### src/rtl/slave_spi_resp_sched_pkg.sv
// ---------------------------------------------------------------------------
// slave_spi_resp_sched_pkg
// Purpose : shared types and constants for the SPI slave response scheduler.
//   - sched_state_e : scheduler FSM states (IDLE, ARB, LOAD, BUSY)
//   - STATS_W       : width of the optional statistics counters
//   - sat_inc       : saturating increment used by those counters
// Optional feature macro used by the scheduler: SLAVE_SPI_RESP_SCHED_STATS_EN
// ---------------------------------------------------------------------------
package slave_spi_resp_sched_pkg;

  typedef enum logic [1:0] {
    IDLE = 2'd0,
    ARB  = 2'd1,
    LOAD = 2'd2,
    BUSY = 2'd3
  } sched_state_e;

  localparam int STATS_W = 16;

  // Counters stick at all-ones rather than wrapping back to zero.
  function automatic logic [STATS_W-1:0] sat_inc(input logic [STATS_W-1:0] v);
    return (v == {STATS_W{1'b1}}) ? v : v + {{(STATS_W-1){1'b0}}, 1'b1};
  endfunction

endpackage

### src/rtl/slave_spi_rr_arbiter.sv
// ---------------------------------------------------------------------------
// slave_spi_rr_arbiter
// Purpose : combinational rotate-priority pick. The requester at index
//           i_ptr has highest priority, then i_ptr+1, ... wrapping modulo
//           NUM_REQ.
// Ports   :
//   i_req_valid  in  NUM_REQ  per-requester valid
//   i_ptr        in  IDX_W    index holding highest priority (< NUM_REQ)
//   o_grant      out NUM_REQ  one-hot winner (all zero if none valid)
//   o_index      out IDX_W    winner index (0 if none valid)
//   o_any_valid  out 1        at least one requester valid
// ---------------------------------------------------------------------------
module slave_spi_rr_arbiter #(
  parameter int NUM_REQ = 4,
  parameter int IDX_W   = $clog2(NUM_REQ)
) (
  input  logic [NUM_REQ-1:0] i_req_valid,
  input  logic [IDX_W-1:0]   i_ptr,
  output logic [NUM_REQ-1:0] o_grant,
  output logic [IDX_W-1:0]   o_index,
  output logic               o_any_valid
);

  always_comb begin
    int         idx;
    logic [IDX_W-1:0] cand;
    idx         = 0;
    cand        = '0;
    o_index     = '0;
    o_any_valid = 1'b0;
    o_grant     = '0;
    // Walk from the lowest priority offset to the highest so the last hit
    // (smallest offset from i_ptr) wins.
    for (int k = NUM_REQ - 1; k >= 0; k--) begin
      idx = int'(i_ptr) + k;
      if (idx >= NUM_REQ) begin
        idx = idx - NUM_REQ;
      end
      cand = IDX_W'(idx);
      if (i_req_valid[cand]) begin
        o_index     = cand;
        o_any_valid = 1'b1;
      end
    end
    if (o_any_valid) begin
      o_grant[o_index] = 1'b1;
    end
  end

endmodule

### src/rtl/slave_spi_resp_scheduler.sv
// ---------------------------------------------------------------------------
// slave_spi_resp_scheduler
// Purpose : shares the SPI slave MISO response path between NUM_REQ
//           requesters, one word per chip-select frame. On each frame-start
//           pulse a round-robin winner's word (or IDLE_PATTERN on underrun)
//           is loaded into the slave shift engine.
// Ports   :
//   i_pclk            in  1                  clock
//   i_areset          in  1                  synchronous reset, active-low
//   i_req_valid       in  NUM_REQ            per-requester word available
//   i_req_data        in  NUM_REQ*DATA_WIDTH packed words, req i at [i*DW +: DW]
//   o_req_ready       out NUM_REQ            one-hot acceptance pulse (ARB cycle)
//   i_frame_start     in  1                  CS asserted pulse
//   i_frame_done      in  1                  CS deasserted pulse
//   o_eng_load_valid  out 1                  load request to shift engine
//   o_eng_load_data   out DATA_WIDTH         word to shift out
//   i_eng_load_ready  in  1                  engine accepted load
//   o_grant_id        out $clog2(NUM_REQ)    current frame owner
//   o_grant_vld       out 1                  o_grant_id meaningful
//   o_busy            out 1                  FSM not idle
//   o_underrun        out 1                  pulse: IDLE_PATTERN selected
//   o_abort           out 1                  pulse: frame ended before load accept
//   o_proto_err       out 1                  pulse: frame_start at an illegal time
//   o_frame_cnt / o_underrun_cnt / o_abort_cnt  (only with
//           SLAVE_SPI_RESP_SCHED_STATS_EN) 16-bit saturating statistics
// ---------------------------------------------------------------------------
module slave_spi_resp_scheduler
  import slave_spi_resp_sched_pkg::*;
#(
  parameter int                    NUM_REQ      = 4,
  parameter int                    DATA_WIDTH   = 8,
  parameter logic [DATA_WIDTH-1:0] IDLE_PATTERN = '1,
  localparam int                   IDX_W        = $clog2(NUM_REQ)
) (
  input  logic                          i_pclk,
  input  logic                          i_areset,
  input  logic [NUM_REQ-1:0]            i_req_valid,
  input  logic [NUM_REQ*DATA_WIDTH-1:0] i_req_data,
  output logic [NUM_REQ-1:0]            o_req_ready,
  input  logic                          i_frame_start,
  input  logic                          i_frame_done,
  output logic                          o_eng_load_valid,
  output logic [DATA_WIDTH-1:0]         o_eng_load_data,
  input  logic                          i_eng_load_ready,
  output logic [IDX_W-1:0]              o_grant_id,
  output logic                          o_grant_vld,
  output logic                          o_busy,
  output logic                          o_underrun,
  output logic                          o_abort,
`ifdef SLAVE_SPI_RESP_SCHED_STATS_EN
  output logic [STATS_W-1:0]            o_frame_cnt,
  output logic [STATS_W-1:0]            o_underrun_cnt,
  output logic [STATS_W-1:0]            o_abort_cnt,
`endif
  output logic                          o_proto_err
);

  sched_state_e            r_state;
  sched_state_e            w_state_next;
  logic [IDX_W-1:0]        r_ptr;
  logic [DATA_WIDTH-1:0]   r_load_data;
  logic [IDX_W-1:0]        r_grant_id;
  logic                    r_grant_vld;
  logic                    r_underrun;
  logic                    r_abort;
  logic                    r_proto_err;

  logic [NUM_REQ-1:0]      w_grant_oh;
  logic [IDX_W-1:0]        w_index;
  logic                    w_any_valid;
  logic [IDX_W-1:0]        w_ptr_next;
  logic [DATA_WIDTH-1:0]   w_req_word [NUM_REQ];
  logic                    w_in_arb;
  logic                    w_abort_next;
  logic                    w_proto_next;
  logic                    w_frame_end;

  genvar gi;
  generate
    for (gi = 0; gi < NUM_REQ; gi++) begin : g_word
      assign w_req_word[gi] = i_req_data[gi*DATA_WIDTH +: DATA_WIDTH];
    end
  endgenerate

  slave_spi_rr_arbiter #(
    .NUM_REQ (NUM_REQ),
    .IDX_W   (IDX_W)
  ) u_arb (
    .i_req_valid (i_req_valid),
    .i_ptr       (r_ptr),
    .o_grant     (w_grant_oh),
    .o_index     (w_index),
    .o_any_valid (w_any_valid)
  );

  assign w_in_arb   = (r_state == ARB);
  // Pointer moves to the slot just after the winner, wrapping at NUM_REQ
  // (NUM_REQ need not be a power of two).
  assign w_ptr_next = (w_index == IDX_W'(NUM_REQ - 1)) ? '0 : w_index + IDX_W'(1);

  always_comb begin
    w_state_next = r_state;
    case (r_state)
      IDLE: if (i_frame_start) w_state_next = ARB;
      ARB:  w_state_next = i_frame_done ? IDLE : LOAD;
      LOAD: begin
        // A load accepted in the same cycle the frame ends still counts.
        if (i_eng_load_ready) begin
          w_state_next = i_frame_done ? IDLE : BUSY;
        end else if (i_frame_done) begin
          w_state_next = IDLE;
        end
      end
      BUSY: if (i_frame_done) w_state_next = i_frame_start ? ARB : IDLE;
      default: w_state_next = IDLE;
    endcase
  end

  assign w_abort_next = i_frame_done &
                        (w_in_arb | ((r_state == LOAD) & ~i_eng_load_ready));
  assign w_proto_next = i_frame_start &
                        (w_in_arb | (r_state == LOAD) |
                         ((r_state == BUSY) & ~i_frame_done));
  assign w_frame_end  = i_frame_done & ((r_state == LOAD) | (r_state == BUSY));

  always_ff @(posedge i_pclk) begin
    if (!i_areset) begin
      r_state     <= IDLE;
      r_ptr       <= '0;
      r_load_data <= '0;
      r_grant_id  <= '0;
      r_grant_vld <= 1'b0;
      r_underrun  <= 1'b0;
      r_abort     <= 1'b0;
      r_proto_err <= 1'b0;
    end else begin
      r_state     <= w_state_next;
      r_abort     <= w_abort_next;
      r_proto_err <= w_proto_next;
      r_underrun  <= w_in_arb & ~w_any_valid;
      if (w_in_arb) begin
        if (w_any_valid) begin
          r_load_data <= w_req_word[w_index];
          r_grant_id  <= w_index;
          r_ptr       <= w_ptr_next;
          // The word is consumed even if the frame ends right now, but no
          // frame is owned afterwards.
          r_grant_vld <= ~i_frame_done;
        end else begin
          r_load_data <= IDLE_PATTERN;
          r_grant_vld <= 1'b0;
        end
      end else if (w_frame_end) begin
        r_grant_vld <= 1'b0;
      end
    end
  end

  assign o_req_ready      = w_in_arb ? w_grant_oh : '0;
  assign o_eng_load_valid = (r_state == LOAD);
  assign o_eng_load_data  = r_load_data;
  assign o_grant_id       = r_grant_id;
  assign o_grant_vld      = r_grant_vld;
  assign o_busy           = (r_state != IDLE);
  assign o_underrun       = r_underrun;
  assign o_abort          = r_abort;
  assign o_proto_err      = r_proto_err;

`ifdef SLAVE_SPI_RESP_SCHED_STATS_EN
  logic [STATS_W-1:0] r_frame_cnt;
  logic [STATS_W-1:0] r_underrun_cnt;
  logic [STATS_W-1:0] r_abort_cnt;

  always_ff @(posedge i_pclk) begin
    if (!i_areset) begin
      r_frame_cnt    <= '0;
      r_underrun_cnt <= '0;
      r_abort_cnt    <= '0;
    end else begin
      if ((w_state_next == ARB) && (r_state != ARB)) begin
        r_frame_cnt <= sat_inc(r_frame_cnt);
      end
      if (w_in_arb && !w_any_valid) begin
        r_underrun_cnt <= sat_inc(r_underrun_cnt);
      end
      if (w_abort_next) begin
        r_abort_cnt <= sat_inc(r_abort_cnt);
      end
    end
  end

  assign o_frame_cnt    = r_frame_cnt;
  assign o_underrun_cnt = r_underrun_cnt;
  assign o_abort_cnt    = r_abort_cnt;
`endif

endmodule

### config.mk
export PLATFORM = sky130hd
export DESIGN_NAME = slave_spi_resp_scheduler
export DESIGN_NICKNAME = d
export VERILOG_FILES = /design/src/rtl/slave_spi_resp_sched_pkg.sv /design/src/rtl/slave_spi_rr_arbiter.sv /design/src/rtl/slave_spi_resp_scheduler.sv
export SDC_FILE = /design/constraint.sdc
export NUM_CORES = 1
export LEC_CHECK = 0
export CAP_MARGIN = 20
export CORE_ASPECT_RATIO = 1.5
export CORE_UTILIZATION = 40
export DETAILED_ROUTE_END_ITERATION = 6
export MAX_ROUTING_LAYER = met4
export PLACE_DENSITY = 0.8
export SLEW_MARGIN = 40
export SYNTH_ARGS = -nofsm -noshare
export SYNTH_HDL_FRONTEND = slang
export SYNTH_SLANG_ARGS = --single-unit
### constraint.sdc
create_clock -name i_pclk -period 2.5 [get_ports i_pclk]
set_input_delay 0.5 -clock i_pclk [delete_from_list [all_inputs] [get_ports i_pclk]]
set_output_delay 0.5 -clock i_pclk [all_outputs]
set_load 0.02 [all_outputs]
==> run summary, run 1 <==
Outcome -> finished clean
Syn Inst Count -> 128
IO Pins -> 61
Layout fillers -> 251
Met2 usage -> 0.451
Grt met1 use -> 0.261
Max-cap violations -> 0
Max Freq -> 412 MHz
Ys async rst share -> 0
Most used routing layer -> met2
Top cells by area, synth -> dfxtp_1 (30%), mux2i_1 (7.5%), ha_1 (6.3%)
Port bufs -> 60
Synthesized area -> 1200 um2
Die H -> 69.0 um
First-pass GRT wire length -> 5840 um
Yosys warns -> 0
CTS root buffer -> clkbuf_8
Share of layout cells above drive strength 1 -> 0.202
Crit path DAT -> 1.93 ns
Peak supply drop -> 0.292 mV
Clock-pin transition on the worst setup and hold timing paths -> 0.07 ns
Core Footprint -> 2880 um2
Overflow after GRT -> 0
H-tree levels -> 1
Required time worst endpoint -> 2.00 ns
Final setup TNS -> 0 ns
Critical path class -> primary input to output port
Placer congestion estimate -> 0.927
Die X -> 46.7 um
EDFF count, synth -> 0
Yosys top cell by area -> dfxtp_1
Register area share after synthesis -> 0.301
CTS tree -> yes
Pwr Density -> 502 nW/um2
Distinct cells, synth -> 41
Initial antenna violation count -> 0
GRT met3 Usage -> 0.0262
Final WS setup -> 0.0705 ns
RSZ-0062 raised after global routing -> false
Measured slew at the worst slew-check pin -> 0.527 ns
Overall routing resource usage -> 0.252
Syn nets -> 175
ANT nets after route -> 0
Startpoint types -> primary input
#FFs+latches synth -> 18
Cts bufs inserted -> 3
Setup violations, final -> 0
Period minus WS final -> 2.43 ns
Remaining DRCs -> 0
# diodes -> 0
NumNets Final -> 256
Mapped Avg Cell Area -> 9.35 um2
Slew headroom -> 0.640
Sink Count -> 18
Avg Vias per Cell -> 5.42
Crit Path Max Fanout -> 4
Inst Count DP -> 241
Clock Path Buffers -> 2
Multi-input gate area -> 783 um2
DRT Pass-1 Iters -> 4
Worst-Skew Late Latency -> 0.26 ns
Worst path slowest cell -> nor4b_4
Sequential cell area -> 360 um2
Vias in the first global route -> 1356
CP Cell Sequence -> dlygate4sd2_1, and2b_1, buf_4, nor4b_4, nor2_4, inv_2, ha_4, and2_1, buf_4
Row cnt -> 24
Lkg Pwr -> 0.853 nW
Most used DFF post-synth -> dfxtp_1
Non-filler instance count after layout -> 247
Initial DRC Count -> 46
Utilization after layout -> 0.695
Pre-CTS setup slack -> -0.650 ns
Type of the tightest min-delay check -> register to register
Final hold vios -> 0
Final HPWL DP -> 2890 um
Vias -> 1338
Initial Utilization -> 0.415
Final period utilization -> 0.972
Commonest cells after routing, fill and taps aside -> clkdlybuf4s50_1 (52), buf_4 (22), dfxtp_1 (18)
Pin count of the biggest net entering global routing -> 18
Commonest non-fill, non-tap cell in the layout -> clkdlybuf4s50_1
Drt total wl -> 3730 um
Total power -> 0.00101 W
P&R area growth vs syn -> 67.4%
Area of the die -> 3220 um2
Cell mode on critical path -> buf_4
Worst Setup End Kind -> output port
Worst clock skew -> 0.00329 ns
Top cell type's share of synthesized area -> 0.301
Slew Limit Fails -> 0
Max incr delay on CP -> 0.29 ns
Post-DR wirelength/cell -> 15.1 um
Yosys cell counts (all sizes together) (2+ instances only):
| cell | instances |
|---|---|
| nand2 | 8 |
| ha | 6 |
| o21ai | 11 |
| a211oi | 10 |
| nor2 | 6 |
| buf | 4 |
| a221oi | 8 |
| and2 | 9 |
| a21oi | 4 |
| inv | 7 |
| dfxtp | 18 |
| mux2i | 9 |
| and2b | 3 |
| nor3 | 3 |
| nor2b | 3 |
| a21boi | 4 |
| o31a | 2 |
critical path, delay by kind of cell:
family        cells  cell delay (ns)
fa+ha+maj         1             0.13
buf+inv           4             0.61
simple gates      4             0.68
report_power, final:
group          internal [W]  switching, W
sequential         0.000317     0.0000211
clock              0.000140      0.000102
combinational      0.000223      0.000204
total              0.000680      0.000327
metal layers:
metal / routed length [um] / vias to the layer above
li1: - / 644
met1: 1370 / 634
met2: 2100 / 50
met3: 152 / 10
met4: 102 / 0
met5: 0 / -
worst paths after layout:
path                                      from             end  slack (ns)  cells past startpoint
worst max register to register      r_state[0]      r_state[0]        0.46                      7
worst min register to register   o_grant_id[1]   o_grant_id[1]        0.49                      2
worst max-delay path            i_req_valid[2]  o_req_ready[3]        0.07                      9
worst min-delay path             o_grant_id[1]   o_grant_id[1]        0.49                      2
per-stage QoR:
stage               hold slack [ns]  instance area, um2
global route                  0.509                2000
global placement              0.448                1940
finish                        0.491                2000
detailed placement            0.484                1940
floorplan                     0.500                1200
CTS                           0.493                1980
area by class of cell:
type,instances,share of cell area
Multi-Input combinational cell,99,0.391
Timing Repair Buffer,80,0.365
Sequential cell,18,0.180
Clock buffer,4,0.0275
Tap cell,39,0.0243
Inverter,7,0.0131
kinds of logic (layout without fill, tap and decap cells):
group                    after synthesis  in the layout  synth area share
flip-flops                            18             18             0.301
multiplexers                           9              9            0.0752
AO/OA/AOI/OAI                         47             47             0.310
buffers and inverters                 11             91            0.0585
AND/OR/NAND/NOR                       37             37             0.192
adder cells (fa/ha/maj)                6              6            0.0627
sequential cells by signal, indices dropped and copies added, names as in the netlist:
register / cells
o_eng_load_data: 8
o_grant_id: 2
r_ptr: 2
r_state: 2
o_abort: 1
o_grant_vld: 1
o_proto_err: 1
o_underrun: 1
repair_timing:
action,CTS,global route
setup buffers,0,2
hold buffers,0,0
endpoints found under the setup margin,4,2
gates resized for setup,24,5
pin swaps,4,2
Note: power is estimated with default switching activity, not from simulation.
==> inputs of run 2 (changes only) <==
- ABC_AREA: unset -> 1
- CORE_UTILIZATION: 40 -> 44
- PLACE_DENSITY: 0.8 -> 0.81
==> run 2 against run 1 <==
Fmax increased by 1.7%. Utilization increased by 3.0 points. Hold slack got worse by 0.020 ns. Count of clock-buffer cells in the layout unchanged. First-iteration DRC count decreased by 33%. Combinational power increased to 2.9 times the previous value.
==> run summary, run 2 <==
Final HPWL DP -> 3080 um (+6.5%)
Overall routing resource usage -> 0.225 (-0.0269)
Clock Path Buffers -> 2 (unchanged)
Commonest cells after routing, fill and taps aside -> inv_1 (54), clkdlybuf4s50_1 (52), nand3_1 (45)
Sw frac -> 0.440 (+0.115)
Remaining DRCs -> 0 (unchanged)
Clock share of power -> 0.129 (-0.112)
First-pass GRT wire length -> 6440 um (+10%)
Final period utilization -> 0.956 (-0.0160)
Required time worst endpoint -> 2.00 ns (about the same)
Area of the die -> 3740 um2 (+16%)
Most used DFF post-synth -> dfxtp_1
Synthesized area -> 1540 um2 (+29%)
Period minus WS final -> 2.39 ns (-0.0401 ns)
Type of the tightest min-delay check -> register to register
Yosys warns -> 0 (unchanged)
Worst Setup End Kind -> output port
Vias in the first global route -> 1658 (+22%)
CTS root buffer -> clkbuf_8
Register area share after synthesis -> 0.234 (-0.0668)
Mapped Avg Cell Area -> 6.23 um2 (-33%)
Die H -> 74.4 um (+7.9%)
Avg Vias per Cell -> 4.74 (-13%)
#FFs+latches synth -> 18 (unchanged)
Crit path DAT -> 1.89 ns (-0.04 ns)
Switching Power -> 0.000799 W (+140%)
Crit Path Max Fanout -> 3 (-1)
Measured slew at the worst slew-check pin -> 0.453 ns (-0.0743 ns)
Most common cell in the netlist -> inv_1
Internal power -> 0.00102 W (+49%)
Placer congestion estimate -> 0.824 (-11%)
Drt total wl -> 3910 um (+4.8%)
Initial antenna violation count -> 0 (unchanged)
Die X -> 50.3 um (+7.8%)
Final hold vios -> 0 (unchanged)
Pwr Density -> 769 nW/um2 (+53%)
Slew Limit Fails -> 0 (unchanged)
Share of power burned in combinational logic -> 0.673 (+0.249)
Max reg flops -> 8 (unchanged)
Slew headroom -> 0.698 (+0.0583)
Vias -> 1724 (+29%)
Worst-Skew Late Latency -> 0.25 ns (about the same)
# diodes -> 0 (unchanged)
Ys async rst share -> 0 (unchanged)
RSZ-0062 raised after global routing -> false
Utilization after layout -> 0.725 (+0.0301)
Main combinational cell family by area after synthesis -> simple AND/OR/NAND/NOR gates
Startpoint types -> primary input
Yosys top cell by area -> dfxtp_1
H-tree levels -> 1 (unchanged)
Pin count of the biggest net entering global routing -> 17 (-1)
Critical path class -> primary input to output port
Setup violations, final -> 0 (unchanged)
Commonest non-fill, non-tap cell in the layout -> inv_1
Post-synthesis simple-gate area fraction -> 0.454 (+0.261)
Sink Count -> 18 (unchanged)
Share of layout cells above drive strength 1 -> 0.207 (+0.00487)
Syn nets -> 294 (+68%)
Cts bufs inserted -> 3 (unchanged)
DP Area -> 2270 um2 (+17%)
Port bufs -> 60 (unchanged)
Worst clock skew -> 0.00258 ns (-0.000711 ns)
Max Freq -> 419 MHz (+1.7%)
Post-DR wirelength/cell -> 10.7 um (-29%)
Seq pwr share -> 0.198 (-0.138)
Fraction of the mapped netlist area in compound gates -> 0.0715 (-0.239)
Post-synth top cells -> inv_1 (56), nand3_1 (47), nand2_1 (38), nor2_1 (25), dfxtp_1 (18)
Synth Area in XOR/XNOR -> 0 (unchanged)
Initial DRC Count -> 31 (-33%)
Total power -> 0.00181 W (+80%)
P&R area growth vs syn -> 53.3%
Clock-pin transition on the worst setup and hold timing paths -> 0.07 ns (about the same)
IO Pins -> 61 (unchanged)
CTS tree -> yes
Top cell type's share of synthesized area -> 0.234 (-0.0668)
Row cnt -> 25 (+4.2%)
Mux cell area share after synthesis -> 0 (-0.0752)
EDFF count, synth -> 0 (unchanged)
NumNets Final -> 372 (+45%)
ANT nets after route -> 0 (unchanged)
Outcome -> finished clean
Distinct cells, synth -> 27 (-34%)
Max-cap violations -> 0 (unchanged)
Initial Utilization -> 0.473 (+0.0577)
Final Instance Area -> 2360 um2 (+18%)
Layout fillers -> 277 (+10%)
Top cells by area, synth -> dfxtp_1 (23%), nand3_1 (15%), inv_1 (14%)
DRT Pass-1 Iters -> 5 (+1)
Peak supply drop -> 0.419 mV (+44%)
Adder-cell share of the synthesized area -> 0.0488 (-0.0139)
Overflow after GRT -> 0 (unchanged)
Syn Inst Count -> 247 (+93%)
Core Footprint -> 3250 um2 (+13%)
Lkg Pwr -> 1.23 nW (+44%)
-- run 2: cell types whose count changed in the layout (fill, tap and decap cells not counted), moves of 3 or more --
cell,change
a211oi_1,-9
a21oi_1,+4
a221oi_1,-7
and2_1,-9
inv_1,+48
inv_2,+6
mux2i_1,-9
nand2_1,+29
nand2_2,+15
nand2_4,+6
nand3_1,+45
nor2_1,+20
nor2b_1,-3
o21ai_0,-7
-- run 2: path summary, 6_finish.rpt --
| check | from | end | slack, ns | depth (start not counted) |
|---|---|---|---|---|
| worst max-delay path | i_req_valid[1] | o_req_ready[0] | 0.11 | 14 |
| worst min-delay path | o_grant_vld | o_grant_vld | 0.47 | 2 |
| worst max register to register | r_ptr[0] | o_eng_load_data[1] | 0.56 | 16 |
| worst min register to register | o_grant_vld | o_grant_vld | 0.47 | 2 |
-- run 2: kinds of logic (layout without fill, tap and decap cells) --
logic type	count (synthesis)	in the layout
AO/OA/AOI/OAI	18	18
flip-flops	18	18
AND/OR/NAND/NOR	136	136
adder cells (fa/ha/maj)	6	6
buffers and inverters	69	146
-- run 2: layer usage --
metal  vias to the layer above  part of all wire  global-route usage
li1                        908                 -                   -
met1                       753              0.39               0.216
met2                        53              0.54               0.440
met3                        10             0.042              0.0327
met4                         0             0.031              0.0926
met5                         -                 0                   -
-- run 2: power by group through the flow --
stage / Combinational, W / Sequential [W] / Clock [W]
after floorplan: 0.000740 / 0.000406 / 0
after global placement: 0.00117 / 0.000364 / 0
after detailed placement: 0.00119 / 0.000365 / 0
after CTS: 0.00122 / 0.000359 / 0.000236
after global routing: 0.00133 / 0.000365 / 0.000247
final: 0.00122 / 0.000360 / 0.000234
-- run 2: repair_timing --
action / CTS / global route
pin swaps: 11 / 0
gates resized for setup: 30 / 2
setup buffers: 2 / 1
hold buffers: 0 / 0
setup endpoints to repair: 4 / 1
-- run 2: stage by stage --
step / hold WS (ns) / worst slack (ns) / cells / setup TNS (ns)
4_1_cts: 0.477 / 0.116 / 363 / 0
2_1_floorplan: 0.503 / 0.206 / 247 / 0
3_5_place_dp: 0.468 / -0.550 / 357 / -2.07
6_report: 0.471 / 0.111 / 364 / 0
3_3_place_gp: 0.461 / -0.521 / 357 / -1.94
5_1_grt: 0.490 / 0.0102 / 364 / 0
-- run 2: cell type report --
class | count | area, um2 | share of cell area
Multi-Input combinational cell | 160 | 908 | 0.385
Clock buffer | 4 | 55.1 | 0.0233
Sequential cell | 18 | 360 | 0.153
Tap cell | 40 | 50.0 | 0.0212
Inverter | 61 | 229 | 0.0970
Timing Repair Buffer | 81 | 757 | 0.321
-- run 2: worst max-delay path: stages --
cell and delay [ns]:
dlygate4sd2_1 0.24, inv_2 0.09, nand2_2 0.07, nand3_1 0.12
nand2_2 0.08, inv_2 0.10, nand2_4 0.06, nand2_4 0.08
nand2_4 0.07, buf_12 0.13, nor2_8 0.07, inv_2 0.04
nor2_1 0.10, buf_4 0.15
==> inputs of run 3 (changes only) <==
- CORE_MARGIN: unset -> 2
- TNS_END_PERCENT: unset -> 20
==> run 3 against run 2 <==
Hold slack barely moved. Cell area rose by 0.90%. Clock skew barely moved. Die area rose by 6.8%. Cell count rose by 0.55%. Utilization fell by 2.2 points. Sequential share of layout area fell by 0.084 points. First-iteration DRC count rose by 19%. Count of clock-buffer cells in the layout did not move. Sequential power rose by 1%. Fmax rose by 0.15%. Via count rose by 1.6%. Critical endpoint is now o_req_ready[2]. Largest power group unchanged.
==> run summary, run 3 (synthesized netlist as in run 2, its figures left out) <==
Outcome -> finished clean
Cts bufs inserted -> 3 (unchanged)
Avg Vias per Cell -> 4.79 (+1.1%)
CTS tree -> yes
Pin count of the biggest net entering global routing -> 17 (unchanged)
Area of the die -> 4000 um2 (+6.8%)
Worst-Skew Late Latency -> 0.25 ns (about the same)
H-tree levels -> 1 (unchanged)
Core Footprint -> 3380 um2 (+4.0%)
Type of the tightest min-delay check -> register to register
Share of layout cells above drive strength 1 -> 0.216 (+0.00926)
IO Pins -> 61 (unchanged)
Commonest cells after routing, fill and taps aside -> inv_1 (54), clkdlybuf4s50_1 (52), nand3_1 (44)
Slew Limit Fails -> 0 (unchanged)
Required time worst endpoint -> 2.00 ns (about the same)
Die H -> 76.4 um (+2.7%)
Pwr Density -> 773 nW/um2 (+0.53%)
Layout fillers -> 320 (+16%)
Max reg flops -> 8 (unchanged)
ANT nets after route -> 0 (unchanged)
Final hold vios -> 0 (unchanged)
End of the critical path -> o_req_ready[2]
Vias -> 1752 (+1.6%)
First-pass GRT wire length -> 7080 um (+9.9%)
Die X -> 52.3 um (+4.0%)
Initial DRC Count -> 37 (+19%)
Commonest non-fill, non-tap cell in the layout -> inv_1
Drt total wl -> 4100 um (+5.1%)
Overall routing resource usage -> 0.226 (+0.000291)
Crit path from -> i_req_valid[2]
RSZ-0062 raised after global routing -> false
R2R cell count -> 13 (-3)
DRT Pass-1 Iters -> 4 (-1)
Clock-pin transition on the worst setup and hold timing paths -> 0.07 ns (about the same)
Hold buffer count at CTS -> 0 (unchanged)
Overflow after GRT -> 0 (unchanged)
Worst Setup End Kind -> output port
Row cnt -> 26 (+4.0%)
Vias in the first global route -> 1733 (+4.5%)
Measured slew at the worst slew-check pin -> 0.419 ns (-0.0339 ns)
Total power -> 0.00184 W (+1.4%)
P&R area growth vs syn -> 54.7%
Period minus WS final -> 2.39 ns (-0.00353 ns)
Post-DR wirelength/cell -> 11.2 um (+4.5%)
Final HPWL DP -> 3270 um (+6.2%)
Worst clock skew -> 0.00294 ns (+0.000360 ns)
Reg-to-Reg End -> o_eng_load_data[4]
Max Freq -> 419 MHz (+0.15%)
Setup violations, final -> 0 (unchanged)
Port bufs -> 60 (unchanged)
Peak supply drop -> 0.416 mV (-0.68%)
R2R setup slack -> 0.58 ns (+0.02 ns)
Initial antenna violation count -> 0 (unchanged)
Final WS setup -> 0.114 ns (+0.00353 ns)
Remaining DRCs -> 0 (unchanged)
Clock Path Buffers -> 2 (unchanged)
Sink Count -> 18 (unchanged)
Crit Path Max Fanout -> 4 (+1)
Critical path class -> primary input to output port
Slew headroom -> 0.721 (+0.0226)
# diodes -> 0 (unchanged)
Final period utilization -> 0.954 (-0.00141)
Max-cap violations -> 0 (unchanged)
NumNets Final -> 372 (unchanged)
Pre-CTS setup slack -> -0.570 ns (-0.0204 ns)
Lkg Pwr -> 1.24 nW (+0.57%)
CTS root buffer -> clkbuf_8
Initial Utilization -> 0.455 (-0.0182)
Crit path DAT -> 1.89 ns (about the same)
Crit Reg-Reg Startpoint -> r_ptr[0]
Startpoint types -> primary input
Placer congestion estimate -> 0.812 (-1.5%)
-- run 3: worst min-delay path by stage --
stage	start	endpoint	slack (ns)	cells after the start
2_1_floorplan	r_state[1]	r_state[1]	0.50	2
3_3_place_gp	o_grant_vld	o_grant_vld	0.45	2
3_5_place_dp	o_grant_vld	o_grant_vld	0.46	2
4_1_cts	o_grant_vld	o_grant_vld	0.47	2
5_1_grt	o_grant_vld	o_grant_vld	0.49	2
6_report	o_grant_vld	o_grant_vld	0.47	2
-- run 3: layer usage --
metal / global-route usage / routed length, um
met2: 0.428 / 2320
met1: 0.236 / 1590
met3: 0.0235 / 141
met4: 0.0538 / 50
met5: - / 0
-- run 3: final cells by class --
type                            count  area, um2  area share
Clock buffer                        4       55.1      0.0231
Sequential cell                    18        362       0.152
Tap cell                           42       52.6      0.0221
Inverter                           61        229      0.0962
Timing Repair Buffer               81        767       0.322
Multi-Input combinational cell    160        916       0.385
-- run 3: timing repair --
action	CTS	global route
gates resized for setup	32	3
pin swaps	10	0
buffers inserted	2	0
endpoints found under the setup margin	4	4
-- run 3: critical path, stage by stage --
cell and delay [ns]:
dlygate4sd2_1 0.25, inv_1 0.07, nand2_1 0.08, nand3_1 0.10, nand2_1 0.09, inv_2 0.10
nand2_4 0.06, nand2_4 0.07, nand2_4 0.07, buf_12 0.13, nor2_8 0.07, inv_2 0.05
nor2_2 0.12, buf_6 0.13
-- run 3: per-stage QoR --
stage	instance area (um2)	hold slack, ns	instances	utilization	setup TNS [ns]
after floorplan	1540	0.503	247	-	0
after global placement	2280	0.454	360	0.674	-1.90
after detailed placement	2280	0.460	360	0.674	-2.11
after CTS	2370	0.472	366	0.701	0
after global routing	2380	0.493	366	0.704	0
final	2380	0.472	366	0.704	0
-- run 3: power breakdown --
part	switching, W	internal [W]	total [W]
Combinational	0.000681	0.000558	0.00124
Sequential	0.0000315	0.000334	0.000365
Clock	0.0000962	0.000140	0.000236
